[src/rtl/div_pkg.sv]
// Shared types and sizing helpers for the sequential divider.
package div_pkg;

  typedef enum logic [1:0] {IDLE, CALC, DONE} div_state_t;

  localparam int DIVIDEND_W_DEF = 32;
  localparam int DIVISOR_W_DEF  = 16;

  function automatic int cnt_width(input int dividend_w);
    return $clog2(dividend_w + 1);
  endfunction

  localparam int CNT_W = cnt_width(DIVIDEND_W_DEF);

endpackage

[src/rtl/seq_divider_if.sv]
// Operand/result handshake bundle for seq_divider; master drives operands, slave is the divider.
interface seq_divider_if #(
  parameter int DIVIDEND_W = 32,
  parameter int DIVISOR_W  = 16
);
  logic                  in_valid;
  logic                  in_ready;
  logic [DIVIDEND_W-1:0] dividend;
  logic [DIVISOR_W-1:0]  divisor;
  logic                  out_valid;
  logic                  out_ready;
  logic [DIVIDEND_W-1:0] quotient;
  logic [DIVISOR_W-1:0]  remainder;
  logic                  div_by_zero;

  modport master (
    output in_valid, dividend, divisor, out_ready,
    input  in_ready, out_valid, quotient, remainder, div_by_zero
  );

  modport slave (
    input  in_valid, dividend, divisor, out_ready,
    output in_ready, out_valid, quotient, remainder, div_by_zero
  );
endinterface

[src/rtl/div_step.sv]
// One radix-2 restoring division step: shift in the next dividend bit, subtract b if it fits.
module div_step #(
  parameter int DIVISOR_W = 16
) (
  input  logic [DIVISOR_W:0]   r,
  input  logic                 dividend_bit,
  input  logic [DIVISOR_W-1:0] b,
  output logic [DIVISOR_W:0]   r_next,
  output logic                 q_bit
);
  logic [DIVISOR_W+1:0] shifted;

  // r[DIVISOR_W] is zero whenever b != 0, and with b == 0 the compare always passes,
  // so keeping it in the compare changes nothing.
  assign shifted = {r, dividend_bit};

  always_comb begin
    q_bit  = (shifted >= {2'b00, b});
    r_next = q_bit ? (shifted[DIVISOR_W:0] - {1'b0, b}) : shifted[DIVISOR_W:0];
  end
endmodule

[src/rtl/seq_divider.sv]
// Multi-cycle unsigned divider (radix-2 restoring, one quotient bit per clock).
// Optional: define SEQ_DIVIDER_ZERO_FAST_EN to send divide-by-zero straight to DONE.
module seq_divider
  import div_pkg::*;
#(
  parameter int DIVIDEND_W = DIVIDEND_W_DEF,
  parameter int DIVISOR_W  = DIVISOR_W_DEF
) (
  input logic          clk,
  input logic          rst_n,
  seq_divider_if.slave bus
);
  // state | meaning
  // IDLE  | in_ready=1, waiting for an operation
  // CALC  | one restoring step per edge, count = steps remaining
  // DONE  | result held with out_valid=1 until out_ready
  localparam int CNT_BITS = cnt_width(DIVIDEND_W);

  div_state_t            state, state_nxt;
  logic [DIVIDEND_W-1:0] q_reg;
  logic [DIVISOR_W-1:0]  b_reg;
  logic [DIVISOR_W:0]    r_reg, r_step;
  logic [CNT_BITS-1:0]   count;
  logic                  dbz_reg, q_bit, zero_fast;
  logic                  in_ready_c, out_valid_c;

`ifdef SEQ_DIVIDER_ZERO_FAST_EN
  assign zero_fast = (bus.divisor == '0);
`else
  assign zero_fast = 1'b0;
`endif

  div_step #(.DIVISOR_W(DIVISOR_W)) u_step (
    .r            (r_reg),
    .dividend_bit (q_reg[DIVIDEND_W-1]),
    .b            (b_reg),
    .r_next       (r_step),
    .q_bit        (q_bit)
  );

  always_ff @(posedge clk or negedge rst_n) begin
    if (!rst_n) state <= IDLE;
    else        state <= state_nxt;
  end

  always_comb begin
    state_nxt   = state;
    in_ready_c  = 1'b0;
    out_valid_c = 1'b0;
    case (state)
      IDLE: begin
        in_ready_c = 1'b1;
        if (bus.in_valid) state_nxt = zero_fast ? DONE : CALC;
      end
      CALC: if (count == CNT_BITS'(1)) state_nxt = DONE;
      DONE: begin
        out_valid_c = 1'b1;
        if (bus.out_ready) state_nxt = IDLE;
      end
      default: state_nxt = IDLE;
    endcase
  end

  always_ff @(posedge clk or negedge rst_n) begin
    if (!rst_n) begin
      q_reg   <= '0;
      b_reg   <= '0;
      r_reg   <= '0;
      count   <= '0;
      dbz_reg <= 1'b0;
    end else begin
      case (state)
        IDLE: if (bus.in_valid) begin
          b_reg   <= bus.divisor;
          dbz_reg <= (bus.divisor == '0);
          count   <= CNT_BITS'(DIVIDEND_W);
          if (zero_fast) begin
            // Same values the full iteration would produce with b == 0.
            q_reg <= '1;
            r_reg <= {1'b0, bus.dividend[DIVISOR_W-1:0]};
          end else begin
            q_reg <= bus.dividend;
            r_reg <= '0;
          end
        end
        CALC: begin
          r_reg <= r_step;
          q_reg <= {q_reg[DIVIDEND_W-2:0], q_bit};
          count <= count - CNT_BITS'(1);
        end
        default: ;
      endcase
    end
  end

  assign bus.in_ready    = in_ready_c;
  assign bus.out_valid   = out_valid_c;
  assign bus.quotient    = q_reg;
  assign bus.remainder   = r_reg[DIVISOR_W-1:0];
  assign bus.div_by_zero = dbz_reg;
endmodule

[src/flat_wrapper.sv]
// flat-port wrapper written by rule: the top's interface ports become plain ports
module seq_divider_flat import div_pkg::*;
#(
  parameter int DIVIDEND_W = DIVIDEND_W_DEF,
  parameter int DIVISOR_W  = DIVISOR_W_DEF
)
  (clk, rst_n, bus_in_valid, bus_dividend, bus_divisor, bus_out_ready, bus_in_ready, bus_out_valid, bus_quotient, bus_remainder, bus_div_by_zero);
  seq_divider_if #(.DIVIDEND_W(DIVIDEND_W), .DIVISOR_W(DIVISOR_W)) bus_i ();
  input logic clk;
  input logic rst_n;
  input wire logic [$bits(bus_i.in_valid)-1:0] bus_in_valid;
  input wire logic [$bits(bus_i.dividend)-1:0] bus_dividend;
  input wire logic [$bits(bus_i.divisor)-1:0] bus_divisor;
  input wire logic [$bits(bus_i.out_ready)-1:0] bus_out_ready;
  output wire logic [$bits(bus_i.in_ready)-1:0] bus_in_ready;
  output wire logic [$bits(bus_i.out_valid)-1:0] bus_out_valid;
  output wire logic [$bits(bus_i.quotient)-1:0] bus_quotient;
  output wire logic [$bits(bus_i.remainder)-1:0] bus_remainder;
  output wire logic [$bits(bus_i.div_by_zero)-1:0] bus_div_by_zero;
  assign bus_i.in_valid = bus_in_valid;
  assign bus_i.dividend = bus_dividend;
  assign bus_i.divisor = bus_divisor;
  assign bus_i.out_ready = bus_out_ready;
  assign bus_in_ready = bus_i.in_ready;
  assign bus_out_valid = bus_i.out_valid;
  assign bus_quotient = bus_i.quotient;
  assign bus_remainder = bus_i.remainder;
  assign bus_div_by_zero = bus_i.div_by_zero;
  seq_divider #(.DIVIDEND_W(DIVIDEND_W), .DIVISOR_W(DIVISOR_W)) u_core (.clk(clk), .rst_n(rst_n), .bus(bus_i));
endmodule
[config.mk]
export PLATFORM = sky130hd
export DESIGN_NAME = seq_divider_flat
export DESIGN_NICKNAME = d
export VERILOG_FILES = /design/src/rtl/div_pkg.sv /design/src/rtl/seq_divider_if.sv /design/src/rtl/div_step.sv /design/src/rtl/seq_divider.sv /design/src/flat_wrapper.sv
export SDC_FILE = /design/constraint.sdc
export NUM_CORES = 1
export LEC_CHECK = 0
export CAP_MARGIN = 25
export CORE_ASPECT_RATIO = 0.9
export CORE_MARGIN = 1
export CORE_UTILIZATION = 40
export DETAILED_ROUTE_END_ITERATION = 6
export GPL_TIMING_DRIVEN = 1
export PLACE_DENSITY_LB_ADDON = 0.25
export SYNTH_ARGS = -nofsm -noshare
export SYNTH_HDL_FRONTEND = slang
export SYNTH_HIERARCHICAL = 1
export SYNTH_SLANG_ARGS = --single-unit
export TNS_END_PERCENT = 30
[constraint.sdc]
create_clock -name clk -period 7.35 [get_ports clk]
set_clock_uncertainty 0.05 [all_clocks]
set_input_delay 1.1025 -clock clk [delete_from_list [all_inputs] [get_ports clk]]
set_output_delay 1.1025 -clock clk [all_outputs]
set_load 0.05 [all_outputs]
# Yosys cells after proc, flatten, opt, wreduce, memory -nomap -nowiden
# Cells that the tools add are included.
# W data, S select, Z words.
[op_classes]
n_addsub = 2
magnitude_cmp = 1
n_eq_ne = 6
n_mux = 13
reduce_logical = 6
[ops]
columns = ["op", "n"]
rows = [
  ["$pmux W32 S2", 1],
  ["$mux W17", 2],
  ["$pmux W17 S2", 1],
  ["$mux W32", 1],
  ["$ge A18 B16 Y1", 1],
  ["$sub A17 B16 Y17", 1],
  ["$logic_not A16 Y1", 1],
  ["$pmux W6 S2", 1],
  ["$eq A6 B1 Y1 const B", 1],
  ["$mux W2", 3],
  ["$mux W6", 1],
  ["$pmux W2 S3", 1],
  ["$sub A6 B1 Y6 const B", 1],
  ["$ne A2 B2 Y1 const B", 2],
  ["$reduce_and A2 Y1", 2],
  ["$reduce_and A3 Y1", 1],
  ["$eq A2 B1 Y1 const B", 1],
  ["$eq A2 B2 Y1 const B", 1],
  ["$logic_not A2 Y1", 1],
  ["$mux W1", 2],
  ["$ne A2 B1 Y1 const B", 1],
  ["$reduce_bool A2 Y1", 1],
]
[totals]
ff_bits = 74

# Longest topological paths before layout
# Gate-level depths: netlist (run 1).
[logic_depth]
ltp_word = 3
depth_mapped = 13
mapped_depth_nobuf = 12

# Cells and area by module
# The synthesis (run 1) kept the hierarchy.
[modules_own_cells]
columns = ["module", "instances", "cells_per_inst", "area_per_inst_um2"]
rows = [
  ["seq_divider", 1, 344, 3194.3],
  ["div_step", 1, 159, 1068.5],
]

# Least setup slack after synthesis (run 1)
# Ideal clock, no wire load.
[synth_path]
path_type = "reg-to-reg"
startpoint = "register u_core.q_reg[31] (netlist: u_core/bus.quotient[31])"
endpoint = "register u_core.r_reg[12]"
setup_time_ps = 117
arrival_ps = 2681
path_slack_ps = 4502
stages_incl_launch_ff = 13
path_buffers = 1
period_less_slack_ps = 2848
cell_sequence = "dfrtp_1 > inv_1 > ha_1 > inv_1 > fa_1 > a21o_1 > a221o_1 > o211ai_2 > nand3_4 > buf_6 > mux2_4 > nand2_1 > nand2_1"
[synth_via]
elab_chain_len = 3
word_cells_on_any_way = 4
classes_between = "1 x add/sub; 1 x order compare; 2 x mux"
[synth_rtl]
columns = ["element", "line_no", "source"]
rows = [
  ["from (decl)", "seq_divider.sv:20", "logic [DIVIDEND_W-1:0] q_reg;"],
  ["from (signal assigned)", "seq_divider.sv:82", "q_reg <= bus.dividend;"],
  ["from (signal assigned)", "seq_divider.sv:88", "q_reg <= {q_reg[DIVIDEND_W-2:0], q_bit};"],
  ["$sub A17 B16 Y17 or $ge A18 B16 Y1 (tied branches)", "div_step.sv:19, div_step.sv:18", ""],
  ["$mux W17 (*)", "div_step.sv:19", "r_next = q_bit ? (shifted[DIVISOR_W:0] - {1'b0, b}) : shifted[DIVISOR_W:0];"],
  ["net u_core.r_step[12]", "seq_divider.sv:22", "logic [DIVISOR_W:0] r_reg, r_step;"],
  ["$pmux W17 S2 (*)", "seq_divider.sv:72", "case (state)"],
  ["to (signal assigned)", "seq_divider.sv:80", "r_reg <= {1'b0, bus.dividend[DIVISOR_W-1:0]};"],
  ["to (signal assigned)", "seq_divider.sv:87", "r_reg <= r_step;"],
  ["to (decl)", "seq_divider.sv:22", ""],
]
# The timed path passes the listed nets; every way through them passes the cells marked *.
# A chain may end at the register's enable or synchronous reset.

# Worst setup path in the final report (run 1)
[layout_path]
startpoint = "register u_core.state[1]"
endpoint = "output port bus_out_valid"
[layout_via]
elab_chain_len = 2
[layout_rtl]
columns = ["element", "line_no", "source"]
rows = [
  ["from (decl)", "seq_divider.sv:19", "div_state_t state, state_nxt;"],
  ["from (signal assigned)", "seq_divider.sv:43", "else state <= state_nxt;"],
  ["$eq A2 B2 Y1", "seq_divider.sv:50", "case (state)"],
  ["$mux W1", "seq_divider.sv:50", ""],
  ["to (decl)", "flat_wrapper.sv:16", "output wire logic [$bits(bus_i.out_valid)-1:0] bus_out_valid;"],
]
# No other way between the ends.

==> metrics.md, run 1 <==
| Metric | Value |
|---|---|
| Status | completed |
| RSZ-0062 raised after global routing | false |
| Final setup vio count | 0 |
| PostCTS Resize Cnt | 0 |
| Total CTS buffers | 9 |
| CP Capture Type | output port |
| Layout cell share with drive strength beyond 1 | 6.15% |
| Detailed-route DRC error count | 0 |
| Hold crit path type | flop to flop |
| Clk_lat worst skew | 0.33 ns |
| Post-synth EDFFs | 0 |
| Mux share of post-synthesis cell area | roughly 2.8% |
| FF+latch count, synth | 74 |
| Post-Route Setup TNS | 0 ns |
| Fin nets | 651 |
| Clk buf depth | 2 |
| Final Util | 54.6% |
| TritonCTS clock tree | built |
| Most frequent cells in the layout | nand2_1, clkdlybuf4s50_1, dfrtp_1 |
| Crit path launch type | flop |
| Root Buffer | clkbuf_16 |
| Largest stage delay, worst path | 0.86 ns |
| Cts hold-fix bufs | 0 |
| All-layer global routing usage | around 20% |
| Dpl ws | 4.17 ns |
| CP Class | flop to output port |
| Fmax | 319 MHz |
| Multi-input logic area | roughly 2100 µm² |
| Hold path cells | 1 |
| Synth Area in XOR/XNOR | approximately 2.5% |
| First-pass GRT wire length | 17.5 mm |
| Post-synthesis adder-cell area fraction | 5.75% |
| Row cnt | 35 |
| Async SR Flop Fraction | 100% |
| IO buf count | 102 |
| Htree depth | 3 |
| Detail Placement HPWL | 7.45 mm |
| Worst Hold Launch | u_core/count[5]$_DFFE_PN0P_ |
| Syn Nets | ~570 |
| Initial core utilization | about two fifths |
| Critical-path top delay cell | clkdlybuf4s50_1 |
| Die H | 99.9 µm |
| Vias in the first global route | 3646 |
| Max FFs per register | 32 |
| Cell Pwr Density | between 400 and 500 nW/µm² |
| Die area | around 11000 µm² |
| Max-slew headroom | 29.8% |
| CORE AREA | 10300 µm² |
| Syn. warnings | 6 |
| Syn Std Cell Area | 4260 µm² |
| Wirelength per Cell | around 15 µm |
| Worst-Margin Slew | around 1.1 ns |
| Via Count | 3788 |
| Endpoint, Worst Hold | u_core/count[5]$_DFFE_PN0P_ |
| ANT nets after route | 0 |
| Simple-Gate Fraction of Synth Area | a little under a quarter |
| Compound-gate portion of the synthesized area | 14.6% |
| Largest net degree at the start of global routing | 75 |
| Crit-path cells | nor2b_1 -> clkdlybuf4s50_1 |
| # fillers | approximately 950 |
| Synthesized area per cell | ~8.5 µm² |
| Crit Path Max Fanout | 8 |
| DR pass1 iterations | 5 |
| Worst R2R End | u_core/r_reg[12]$_DFFE_PN0P_ |
| Worst reg2reg path depth | 11 |
| Worst setup margin | between 4 and 5 ns |
| P_leak | 2.46 nW |
| Grt ovf | 0 |
| # Post-CTS Setup Buffers | 0 |
| Sequential cell area | roughly 1900 µm² |
| Most common cell after layout, fill and taps aside | nand2_1 |
| Gate Count Post-Synth | 503 |
| Main combinational cell family by area after synthesis | simple AND/OR/NAND/NOR gates |
| VDD IR max | 0.203 mV |
| Fin crit share | a little over two fifths |
| Fin. max-slew vios | 0 |
| DIE WIDTH | 111 µm |
| I/O Pins | 103 |
| WL final | 10.7 mm |
| FF-to-FF Start | u_core/bus.quotient[31]$_DFFE_PN0P_ |
| Max-Cap Viols | 0 |
| GPL Wtd Cong | 0.826 |
| Hold Vio Cnt, Final | 0 |
| Clk pin slew, worst setup/hold paths | about 0.06 ns |
| Area growth, synth to finish | 31.8% |
| Via density | 5.31 |
| Cell variety after synth | 49 |
| Register area share after synthesis | 43.4% |
| Starting DRC count in detailed routing | 178 |
| Critical Path RT | 6.20 ns |
| Ant. Diodes | 0 |
| Top_reg_cell synth | dfrtp_1 |
| R2R setup slack | 4.43 ns |
| CP arrival | a little under 2 ns |
| Initial antenna violation count | 0 |
| Minimum clock period | 3.13 ns |
| Clk sinks | 74 |
-- synth_stat cells (all sizes together), types with 6 or more instances --
cell	count	area share, %
mux2	8	2.3
nand2	158	14
ha	18	5.3
dfrtp	74	43
clkbuf	11	0.97
a22oi	31	5.5
o21ai	15	1.8
nand3	22	2.9
a211oi	6	1.1
buf	31	4.9
xor2	7	1.4
nor2	24	2.1
a21oi	16	1.9
inv	24	2.1
-- area by class of cell --
class / instances / area share [%]
Multi-Input combinational cell: 363 / 37.2
Inverter: 24 / 1.60
Tap cell: 129 / 2.87
Clock buffer: 9 / 4.01
Timing Repair Buffer: 108 / 19.6
Clock inverter: 7 / 1.78
Sequential cell: 74 / 33.0
-- power by group --
group	switching [mW]	leakage, nW	internal (mW)	total [mW]
clock network	0.182	0.149	0.300	0.482
logic	0.771	1.48	0.510	1.28
registers	0.104	0.825	0.518	0.622
-- stage by stage --
step | hold slack, ns | cell area (µm²) | cells | power (mW)
after floorplan | 0.388 | 4260 | 503 | 1.62
after global placement | 0.401 | 5240 | 696 | 1.88
after detailed placement | 0.413 | 5270 | 697 | 1.90
after CTS | 0.422 | 5590 | 713 | 2.39
after global routing | 0.449 | 5620 | 714 | 2.54
final | 0.426 | 5620 | 714 | 2.38
-- kinds of logic (layout without fill, tap and decap cells) --
logic type      Yosys count  count (layout)
compound gates           91              91
xor+xnor                 12              12
fa+ha+maj                19              19
buf+inv                  66             148
flops                    74              74
mux                      10              10
simple gates            231             231
-- metal layers --
layer | up-vias | global-route usage, % | routed length (µm)
met5 | - | 0 | 0
met4 | 0 | 6.97 | 147
met3 | 12 | 5.56 | 761
met2 | 111 | 32.3 | 4960
met1 | 1809 | 24.9 | 4800
li1 | 1856 | - | -
-- worst max path at each step --
| stage | startpoint | end | slack (ns) | cells past startpoint |
|---|---|---|---|---|
| finish | u_core/state[1]$_DFFE_PN0P_ | bus_out_valid | 4.22 | 2 |
| global route | u_core/state[1]$_DFFE_PN0P_ | bus_out_valid | 4.14 | 2 |
| detailed placement | bus_in_valid | u_core/bus.quotient[13]$_DFFE_PN0P_ | 4.17 | 5 |
| CTS | u_core/state[1]$_DFFE_PN0P_ | bus_out_valid | 4.22 | 2 |
| floorplan | u_core/bus.quotient[31]$_DFFE_PN0P_ | u_core/r_reg[12]$_DFFE_PN0P_ | 4.50 | 12 |
| global placement | bus_in_valid | u_core/bus.quotient[20]$_DFFE_PN0P_ | 4.27 | 5 |
-- critical path, delay by kind of cell (launching register included) --
family                 cells  cell delay, ns
AND/OR/NAND/NOR            1            0.24
flip-flops                 1            0.55
buffers and inverters      1            0.86
Power figures use the tool's default switching activity.
==> run 2: changes to the inputs <==
clock period = 3 ns   (was 7.35 ns; I/O delays follow)
==> run 2 against run 1 <==
Core utilization down 0.45 points. Cell count up 0.56%. Worst setup slack worse by 4.0 ns. Critical path depth up 9. First-iteration DRC count down 12%. Largest power group unchanged. Highest routed layer unchanged.
==> metrics.md, run 2 (synthesized netlist as in run 1, its figures left out) <==
| Metric | Value |
|---|---|
| Worst R2R End | u_core/r_reg[12]$_DFFE_PN0P_ |
| Final setup vio count | 0 |
| P_leak | roughly 2.4 nW |
| R2R setup slack | 0.23 ns |
| Hold_ws | 0.109 ns |
| Post-Route Setup TNS | 0 ns |
| CP arrival | 2.94 ns |
| CP Class | flop to flop |
| Detail Placement HPWL | between 7 and 8 mm |
| ANT nets after route | 0 |
| Via density | around 5.3 |
| PostCTS Resize Cnt | 0 |
| Initial antenna violation count | 0 |
| FF-to-FF Start | u_core/bus.quotient[31]$_DFFE_PN0P_ |
| Clk sinks | 74 |
| Met2 GRT Util | between 30% and 40% |
| Die area | 11100 µm² |
| All-layer global routing usage | 20.4% |
| Root Buffer | clkbuf_16 |
| Wirelength per Cell | approximately 15 µm |
| Crit-path cells | inv_1 -> ha_1 -> inv_1 -> fa_1 -> a21o_1 -> a221o_1 -> o211ai_2 -> nand3_4 -> mux2_4 -> nand2_1 -> nand2_1 |
| CORE AREA | 10300 µm² |
| Starting DRC count in detailed routing | roughly 160 |
| # Post-CTS Setup Buffers | 0 |
| GR Util met1 | 26.9% |
| Hold crit path type | input pin to asynchronous set/reset pin |
| CP top delay family | compound AO/OA/AOI/OAI gates |
| DIE WIDTH | 111 µm |
| Worst reg2reg path depth | 11 |
| Largest stage delay, worst path | around 0.4 ns |
| RSZ-0062 raised after global routing | false |
| Fin nets | about 660 |
| Htree depth | 3 |
| Max-Cap Viols | 0 |
| Most common cell after layout, fill and taps aside | nand2_1 |
| Clk pin slew, worst setup/hold paths | 0.06 ns |
| CP bufs+invs | 2 |
| Minimum clock period | about 2.8 ns |
| Worst-Margin Slew | 0.770 ns |
| TritonCTS clock tree | built |
| Cell Pwr Density | about 1000 nW/µm² |
| Critical-path top delay cell | fa_1 |
| Die H | between 90 and 100 µm |
| Clk_lat worst skew | approximately 0.33 ns |
| Ant. Diodes | 0 |
| Total CTS buffers | 9 |
| Crit path launch type | flop |
| Hold Vio Cnt, Final | 0 |
| Largest net degree at the start of global routing | 42 |
| Most used routing layer | met2 |
| Critical Path RT | 3.17 ns |
| VDD IR max | 0.665 mV |
| Initial core utilization | 41.4% |
| Layout cell share with drive strength beyond 1 | between 6 and 7% |
| IO buf count | 102 |
| Vias in the first global route | 3758 |
| Most frequent cells in the layout | nand2_1, clkdlybuf4s50_1, dfrtp_1 |
| Row cnt | 35 |
| Clk buf depth | 2 |
| Via Count | 3771 |
| Fin. max-slew vios | 0 |
| CP Capture Type | flop |
| Worst setup margin | 0.228 ns |
| GR Layer Usage met3 | 6.04% |
| WL final | 10.8 mm |
| Max-slew headroom | about half |
| Grt ovf | 0 |
| Fmax | 361 MHz |
| Dpl ws | 0.205 ns |
| Status | completed |
| First-pass GRT wire length | 18.1 mm |
| Layout Cells excl Fill | between 700 and 800 |
| Max FFs per register | 32 |
| DR pass1 iterations | 4 |
| Detailed-route DRC error count | 0 |
| GPL Wtd Cong | 0.841 |
| Dpl cells | roughly 700 |
| Cts hold-fix bufs | 0 |
| I/O Pins | between 100 and 150 |
| Area growth, synth to finish | 30.7% |
| Fin crit share | 92.4% |
| Crit Path Max Fanout | 13 |
-- run 2: changes by cell type in the layout (fill, tap and decap cells not counted) --
cell | previous run | this run
buf_16 | 2 | 0
buf_4 | 4 | 9
bufinv_16 | 2 | 1
clkbuf_1 | 0 | 1
clkinv_2 | 0 | 4
clkinvlp_4 | 3 | 1
inv_6 | 2 | 0
nand3_2 | 0 | 1
-- run 2: area by class of cell --
class | instances | area (µm²)
inverters | 24 | 90.1
clock inverters | 6 | 57.6
fillers | 955 | 4720
flip-flops and latches | 74 | 1850
multi-input cells | 364 | 2100
clock buffers | 10 | 229
well taps | 129 | 161
repair buffers | 111 | 1080
-- run 2: where the power goes --
group | internal (mW) | total [mW] | switching [mW] | leakage [nW]
Clock | 0.638 | 1.06 | 0.419 | 0.142
Combinational | 1.26 | 3.18 | 1.93 | 1.48
Sequential | 1.27 | 1.53 | 0.257 | 0.825
Total | 3.16 | 5.77 | 2.61 | 2.45
-- run 2: through the flow --
stage	instance area (µm²)	utilization, %	total power [mW]
after floorplan	4260	-	3.96
after global placement	5280	51.3	4.63
after detailed placement	5280	51.3	4.68
after CTS	5560	54.1	5.77
after global routing	5570	54.2	6.16
final	5570	54.2	5.77
-- run 2: worst max-delay path by stage --
| stage | start | to | cells after the start | slack (ns) |
|---|---|---|---|---|
| after floorplan | u_core/bus.quotient[31]$_DFFE_PN0P_ | u_core/r_reg[12]$_DFFE_PN0P_ | 12 | 0.15 |
| after global placement | u_core/bus.quotient[31]$_DFFE_PN0P_ | u_core/r_reg[12]$_DFFE_PN0P_ | 11 | 0.26 |
| after detailed placement | u_core/bus.quotient[31]$_DFFE_PN0P_ | u_core/r_reg[14]$_DFFE_PN0P_ | 11 | 0.20 |
| after CTS | u_core/bus.quotient[31]$_DFFE_PN0P_ | u_core/r_reg[14]$_DFFE_PN0P_ | 11 | 0.20 |
| after global routing | u_core/bus.quotient[31]$_DFFE_PN0P_ | u_core/r_reg[14]$_DFFE_PN0P_ | 12 | 0.05 |
| final | u_core/bus.quotient[31]$_DFFE_PN0P_ | u_core/r_reg[12]$_DFFE_PN0P_ | 11 | 0.23 |
-- run 2: metal layers --
metal / vias to the layer above / part of all wire [%]
li1: 1855 / -
met1: 1786 / 45
met2: 118 / 46
met3: 12 / 7.5
met4: 0 / 1.8
met5: - / 0
-- run 2: worst reg2reg max path, cell delays in order, from the launching register on --
cell,delay [ns]
dfrtp_1,0.38
inv_1,0.06
ha_1,0.14
inv_1,0.05
fa_1,0.40
a21o_1,0.22
a221o_1,0.39
o211ai_2,0.26
nand3_4,0.24
mux2_4,0.37
nand2_1,0.06
nand2_1,0.05
==> run 3: changes to the inputs <==
SLEW_MARGIN = 20   (was default)
==> results of run 3 <==
No change in the layout: final DEF, timing and power equal those of run 2.
